$ cat config.mk
export PLATFORM = sky130hd
export DESIGN_NAME = odd_parity_checker_serial
export DESIGN_NICKNAME = d
export VERILOG_FILES = /design/src/rtl/odd_parity_checker_serial.sv
export SDC_FILE = /design/constraint.sdc
export NUM_CORES = 1
export LEC_CHECK = 0
export ABC_CLOCK_PERIOD_IN_PS = 1300
export CAP_MARGIN = 25
export CORE_MARGIN = 2
export CORE_UTILIZATION = 30
export CTS_BUF_LIST = sky130_fd_sc_hd__clkbuf_4
export CTS_CLUSTER_SIZE = 12
export DETAILED_ROUTE_END_ITERATION = 10
export SETUP_SLACK_MARGIN = 0.4
export SYNTH_ARGS = -nofsm -noshare
export SYNTH_HDL_FRONTEND = slang
export SYNTH_SLANG_ARGS = --single-unit
export TNS_END_PERCENT = 50
$ cat constraint.sdc
create_clock -name clk -period 1.3 [get_ports clk]
set_input_delay 0.26 -clock clk [delete_from_list [all_inputs] [get_ports clk]]
set_output_delay 0.26 -clock clk [all_outputs]
set_load 0.02 [all_outputs]
$ cat src/rtl/odd_parity_checker_serial.sv
// Serial odd-parity checker: reassembles MSB-first {d[DW-1:0], p} codewords,
// flags parity errors and keeps a saturating error count.
module odd_parity_checker_serial #(
   parameter int unsigned DW   = 4,
   parameter int unsigned CNTW = 8
) (
   input  logic            clk,
   input  logic            rst,
   input  logic            sin,
   input  logic            bit_valid,
   input  logic            sof,
   output logic [DW-1:0]   o,
   output logic            err,
   output logic            out_valid,
   output logic            frm_err,
   output logic [CNTW-1:0] err_cnt
);

   localparam int unsigned CW = $clog2(DW + 2);

   typedef enum logic {IDLE, RECV} state_t;

   state_t          state_q;
   logic [CW-1:0]   cnt_q;
   logic [DW-1:0]   sr_q;
   logic            acc_q;
   logic            done_q;
   logic [DW-1:0]   data_q;
   logic            perr_q;
   logic [DW-1:0]   o_q;
   logic            err_q;
   logic            out_valid_q;
   logic            frm_err_q;
   logic [CNTW-1:0] err_cnt_q;

   logic [DW-1:0]   sr_d;
   logic            acc_d;
   logic            last_bit;

   always_comb begin
      sr_d     = {sr_q[DW-2:0], sin};
      acc_d    = acc_q ^ sin;
      last_bit = (cnt_q == CW'(DW));
   end

   // Completed codewords are staged in data_q/perr_q so the result appears one
   // edge after the parity bit, even when a new frame starts on that edge.
   always_ff @(posedge clk or posedge rst) begin
      if (rst) begin
         state_q     <= IDLE;
         cnt_q       <= '0;
         sr_q        <= '0;
         acc_q       <= 1'b0;
         done_q      <= 1'b0;
         data_q      <= '0;
         perr_q      <= 1'b0;
         o_q         <= '0;
         err_q       <= 1'b0;
         out_valid_q <= 1'b0;
         frm_err_q   <= 1'b0;
         err_cnt_q   <= '0;
      end else begin
         out_valid_q <= done_q;
         frm_err_q   <= 1'b0;
         done_q      <= 1'b0;
         if (done_q) begin
            o_q   <= data_q;
            err_q <= perr_q;
            if (perr_q && (err_cnt_q != '1))
               err_cnt_q <= err_cnt_q + CNTW'(1);
         end
         if (bit_valid) begin
            unique case (state_q)
               IDLE: begin
                  if (sof) begin
                     sr_q    <= sr_d;
                     acc_q   <= sin;
                     cnt_q   <= CW'(1);
                     state_q <= RECV;
                  end
               end
               RECV: begin
                  if (sof) begin
                     frm_err_q <= 1'b1;
                     sr_q      <= sr_d;
                     acc_q     <= sin;
                     cnt_q     <= CW'(1);
                  end else if (last_bit) begin
                     done_q  <= 1'b1;
                     data_q  <= sr_q;
                     perr_q  <= ~acc_d;
                     cnt_q   <= '0;
                     state_q <= IDLE;
                  end else begin
                     sr_q  <= sr_d;
                     acc_q <= acc_d;
                     cnt_q <= cnt_q + CW'(1);
                  end
               end
               default: state_q <= IDLE;
            endcase
         end
      end
   end

   assign o         = o_q;
   assign err       = err_q;
   assign out_valid = out_valid_q;
   assign frm_err   = frm_err_q;
   assign err_cnt   = err_cnt_q;

endmodule
Word level (Yosys, flattened, before mapping)
Cells that the tools add are included.

word-level totals
  input bits = 5
  bits in registers = 30
  word-level logic and storage cells = 49
  output and inout bits = 15

cells by class
  bitwise operators = 4
  $add $sub $neg = 2
  multiplexer cells = 22
  reductions and logical operators = 5
  equality and inequality tests = 4

operators by type and width
  kind                 count
  $mux 1               12
  $mux 4               3
  $mux 3               3
  $add 8x1->8 const B  1
  $ne 8x8->1 const B   1
  $pmux 4 s2           1
  $pmux 3 s2           1
  $pmux 1 s2           2
  $reduce_and 2->1     2
  $reduce_and 4->1     1
  $add 3x1->3 const B  1
  $eq 3x3->1 const B   1
  $ne 3x3->1 const B   1
  $not 1->1            3
  $reduce_and 3->1     1
  $ne 2x2->1 const B   1
  $logic_and 1x1->1    1
  $xor 1x1->1          1

Logic depth before layout (Yosys ltp)
  depth in word-level cells = 5
  mapped depth = 6
  mapped depth without buffers = 6

Worst setup path before layout
No wires, ideal clock.

  path type = reg2reg
  start point = reg err_cnt_q[0] (netlist: err_cnt[0])
  end point = reg err_cnt_q[1] (netlist: err_cnt[1])
  arrival = 1,426 ps
  cell stages (with the launch flop) = 6
  setup slack = -251 ps
  buffers on the path = 0
  required time = 1,175 ps
  cells stage by stage = dfrtp_1 > ha_1 > nand3_1 > nor2_1 > or2_1 > mux2_2

between the ends
  word-level cells in the longest chain between the ends = 3
  elaborated cells on any way between the ends = 4
  classes of those cells = 1 x add/sub; 1 x eq/ne; 2 x reduce/logical

ends and longest elaborated chain
  element                                              RTL line  text
  start: declaration                                   34        logic [CNTW-1:0] err_cnt_q;
  start signal: assignment                             70        err_cnt_q <= err_cnt_q + CNTW'(1);
  branches (longest 3 deep; another with $add 8x1->8)  -

Parallel ways; which one is timed is not known.
A chain may end at the register's enable or synchronous reset.

Worst setup path in the final report
  start point = reg err_cnt_q[1] (netlist: err_cnt[1])
  end point = reg err_cnt_q[1] (netlist: err_cnt[1])

Same word-level chain as after synthesis.

==> metrics.md <==
| Metric | Value |
|---|---|
| Final Worst Setup Slack | `-0.08411 ns` |
| Int Power | `~1600 uW` |
| R2R cell count | `5` |
| Total CTS buffers | `5` |
| First-pass GRT wire length | `4609 um` |
| Sw Pwr | `599.8 uW` |
| Top layer in use | `met4` |
| Worst-margin pin slew | `0.2475 ns` |
| DR vias/cell | `approximately 4.6` |
| Switching portion of total power | `0.2755` |
| Met3 wire len | `117 um` |
| Lkg Pwr | `0.001014 uW` |
| Nets | `~170` |
| Routed WL | `roughly 2800 um` |
| Max-slew headroom | `0.8350` |
| Top_reg_cell synth | `dfrtp_1` |
| Vias in the first global route | `slightly below 1000` |
| Total number of vias | `967` |
| Row cnt | `24` |
| Max-slew violations | `0` |
| Clock network power share | `0.250` |
| Share of power burned in registers | `0.528` |
| Met2 wire len | `approximately 1400 um` |
| CTS clk-pin slew, worst paths | `around 0.1 ns` |
| Unrepaired setup endpoints after global routing | `yes` |
| Detail Placement HPWL | `~1800 um` |
| Synth warn | `0` |
| Die height | `between 70 and 80 um` |
| GPL Wtd Cong | `~0.8` |
| Maximum VDD drop | `about 0.64 mV` |
| Die area | `a little under 5000 sq um` |
| Grt ovf | `0` |
| DR DRC count | `0` |
| CTS root buffer | `clkbuf_4` |
| Count leader, synth | `dfrtp_1` |
| Status | `finished, violations left` |
| Starting DRT DRC Count | `19` |
| H-tree depth | `2` |
| Final hold vios | `0` |
| Number of synthesized flops with an enable pin | `0` |
| Violated checks | `negative setup slack` |
| DRT antenna net count | `0` |
| Worst endpoint required time | `1.52 ns` |
| Die width | `approximately 70 um` |
| Tightest Hold Check Type | `primary input to asynchronous set/reset pin` |
| P per Cell Area | `1067 nW/um^2` |
| Synth area leaders | `dfrtp_1 (57%), mux2_2 (8.6%), mux2_4 (5.7%), ha_1 (2.9%), xnor2_1 (2.7%)` |
| Synthesized area | `about 1300 sq um` |
| Tcrit/Tclk final | `1.065` |
| CTS sink cnt | `30` |
| Crit end category | `flop` |
| Top post-synthesis cells by count | `dfrtp_1 (30), mux2_2 (10), nand2_1 (8), inv_1 (7)` |
| Worst-Skew Late Latency | `0.33 ns` |
| Total track usage | `0.1226` |
| Final Cell Area | `~2000 sq um` |
| Maximum clock rate | `0.7225 GHz` |
| Maxcap violations | `0` |
| Min cycle time layout | `between 1 and 1.5 ns` |
| CP Max Fanout | `4` |
| Arr. time, crit path | `between 1.5 and 2 ns` |
| Area of the core | `4264 sq um` |
| Clock tree from TritonCTS | `built` |
| CP Launch Type | `flop` |
| Logic pwr share | `0.223` |
| Initial DRT Pass Iterations | `3` |
| Share of cells above drive strength 1 | `0.5875` |
| Largest net degree at the start of global routing | `31` |
| Starting Density | `0.3069` |
| Io pins | `20` |
| Mapped Nets | `between 100 and 150` |
| Clk buf depth | `2` |
| IO Port Bufs | `19` |
| Yosys top cell area share | `0.5736` |
| Worst setup path category | `flop to flop` |
| Clk_skew | `between 0.007 and 0.008 ns` |
| Initial antenna violation count | `0` |
| Metal-1 WL | `~1200 um` |
| Post-synthesis cell type count | `29` |
| Cell Area, Placed | `between 1500 and 2000 sq um` |
| Synth-to-Final Area Change | `55.93%` |
| Synth area leader | `dfrtp_1` |
| Final setup fails | `12` |
| Diode count | `0` |
| FFs w/ async S/R, synth | `1.000` |
| Fraction of the yosys area taken by sequential cells | `0.5736` |
| Drt wl/cell | `around 13 um` |
| Pre-CTS setup slack | `-0.3903 ns` |
| Syn Area/Cell | `approximately 12 sq um` |
| Synth Instances | `between 100 and 150` |
| Synthesis-stage register bit count | `30` |
[final timing paths]
check	start	end	slack, ns
worst max-delay path	err_cnt[1]	err_cnt[1]	-0.08
worst min-delay path	rst	err_cnt[5]	0.26
worst max register to register	err_cnt[1]	err_cnt[1]	-0.08
worst min register to register	data_q[1]	data_q[1]	0.52
max in group asynchronous	rst	err_cnt[2]	0.86
min in group clk	bit_valid	state_q	0.29
[stage by stage]
stage	instances	setup TNS [ns]	utilization	power [uW]	hold WS [ns]
after global placement	193	-3.066	0.4108	1535	0.5022
after CTS	207	-0.4817	0.4513	2169	0.2513
final	212	-0.4829	0.4786	2177	0.2592
after floorplan	105	-0.3457	-	1385	0.3425
after detailed placement	193	-3.382	0.4108	1551	0.5000
after global routing	212	-1.282	0.4786	2303	0.2603
[cell families after synthesis]
group / synth area share
xor+xnor: 0.04015
simple gates: 0.1100
compound gates: 0.06979
mux: 0.1434
flops: 0.5736
buf+inv: 0.03442
fa+ha+maj: 0.02868
[registers in the layout, indices dropped and copies added, names as in the netlist, 3 cells and up]
register / flops
o: 4
sr_q: 4
data_q: 4
cnt_q: 3
err_cnt: 8
[timing repair]
action,4_1_cts,5_1_grt
hold buffers,0,0
pin swaps,4,7
resized for setup,100,21
setup buffers,6,5
setup endpoints to repair,42,42
endpoints found under the hold margin,0,0
[metal layers]
metal / global-route usage / vias to the layer above
met5: 0 / -
met4: 0.05128 / 0
met3: 0.04762 / 6
met2: 0.1937 / 20
met1: 0.1497 / 477
li1: - / 464
[cell usage in the layout, fill, tap and decap left out, types with 3 or more instances in the layout]
cell and n:
xnor2_1 3, buf_6 20, dfrtp_2 3, inv_1 5, nor2_2 3, nand2_1 6
clkbuf_4 6, ha_4 3, mux2_4 14, buf_4 23, dfrtp_1 27
[power groups by stage]
stage	sequential (uW)	clock, uW	combinational (uW)
after CTS	1150	568	453
after global routing	1170	615	523
after floorplan	1150	0	236
final	1150	543	485
after detailed placement	1160	0	392
after global placement	1150	0	382
[final cells by class]
cell class	instances	area [sq um]
sequential	30	754.5
timing repair buffer	49	471.7
clock inverter	2	8.758
fill	398	2223
multi-input combinational	66	669.4
inverter	7	26.28
tap	52	65.06
clock buffer	6	45.04
[critical path, stage by stage, from the launching register on]
cell,delay [ns]
dfrtp_2,0.46
ha_4,0.18
nand3_2,0.07
nor2_2,0.05
or2_4,0.24
mux2_4,0.29
No activity file was read; power rests on OpenSTA's default activity.
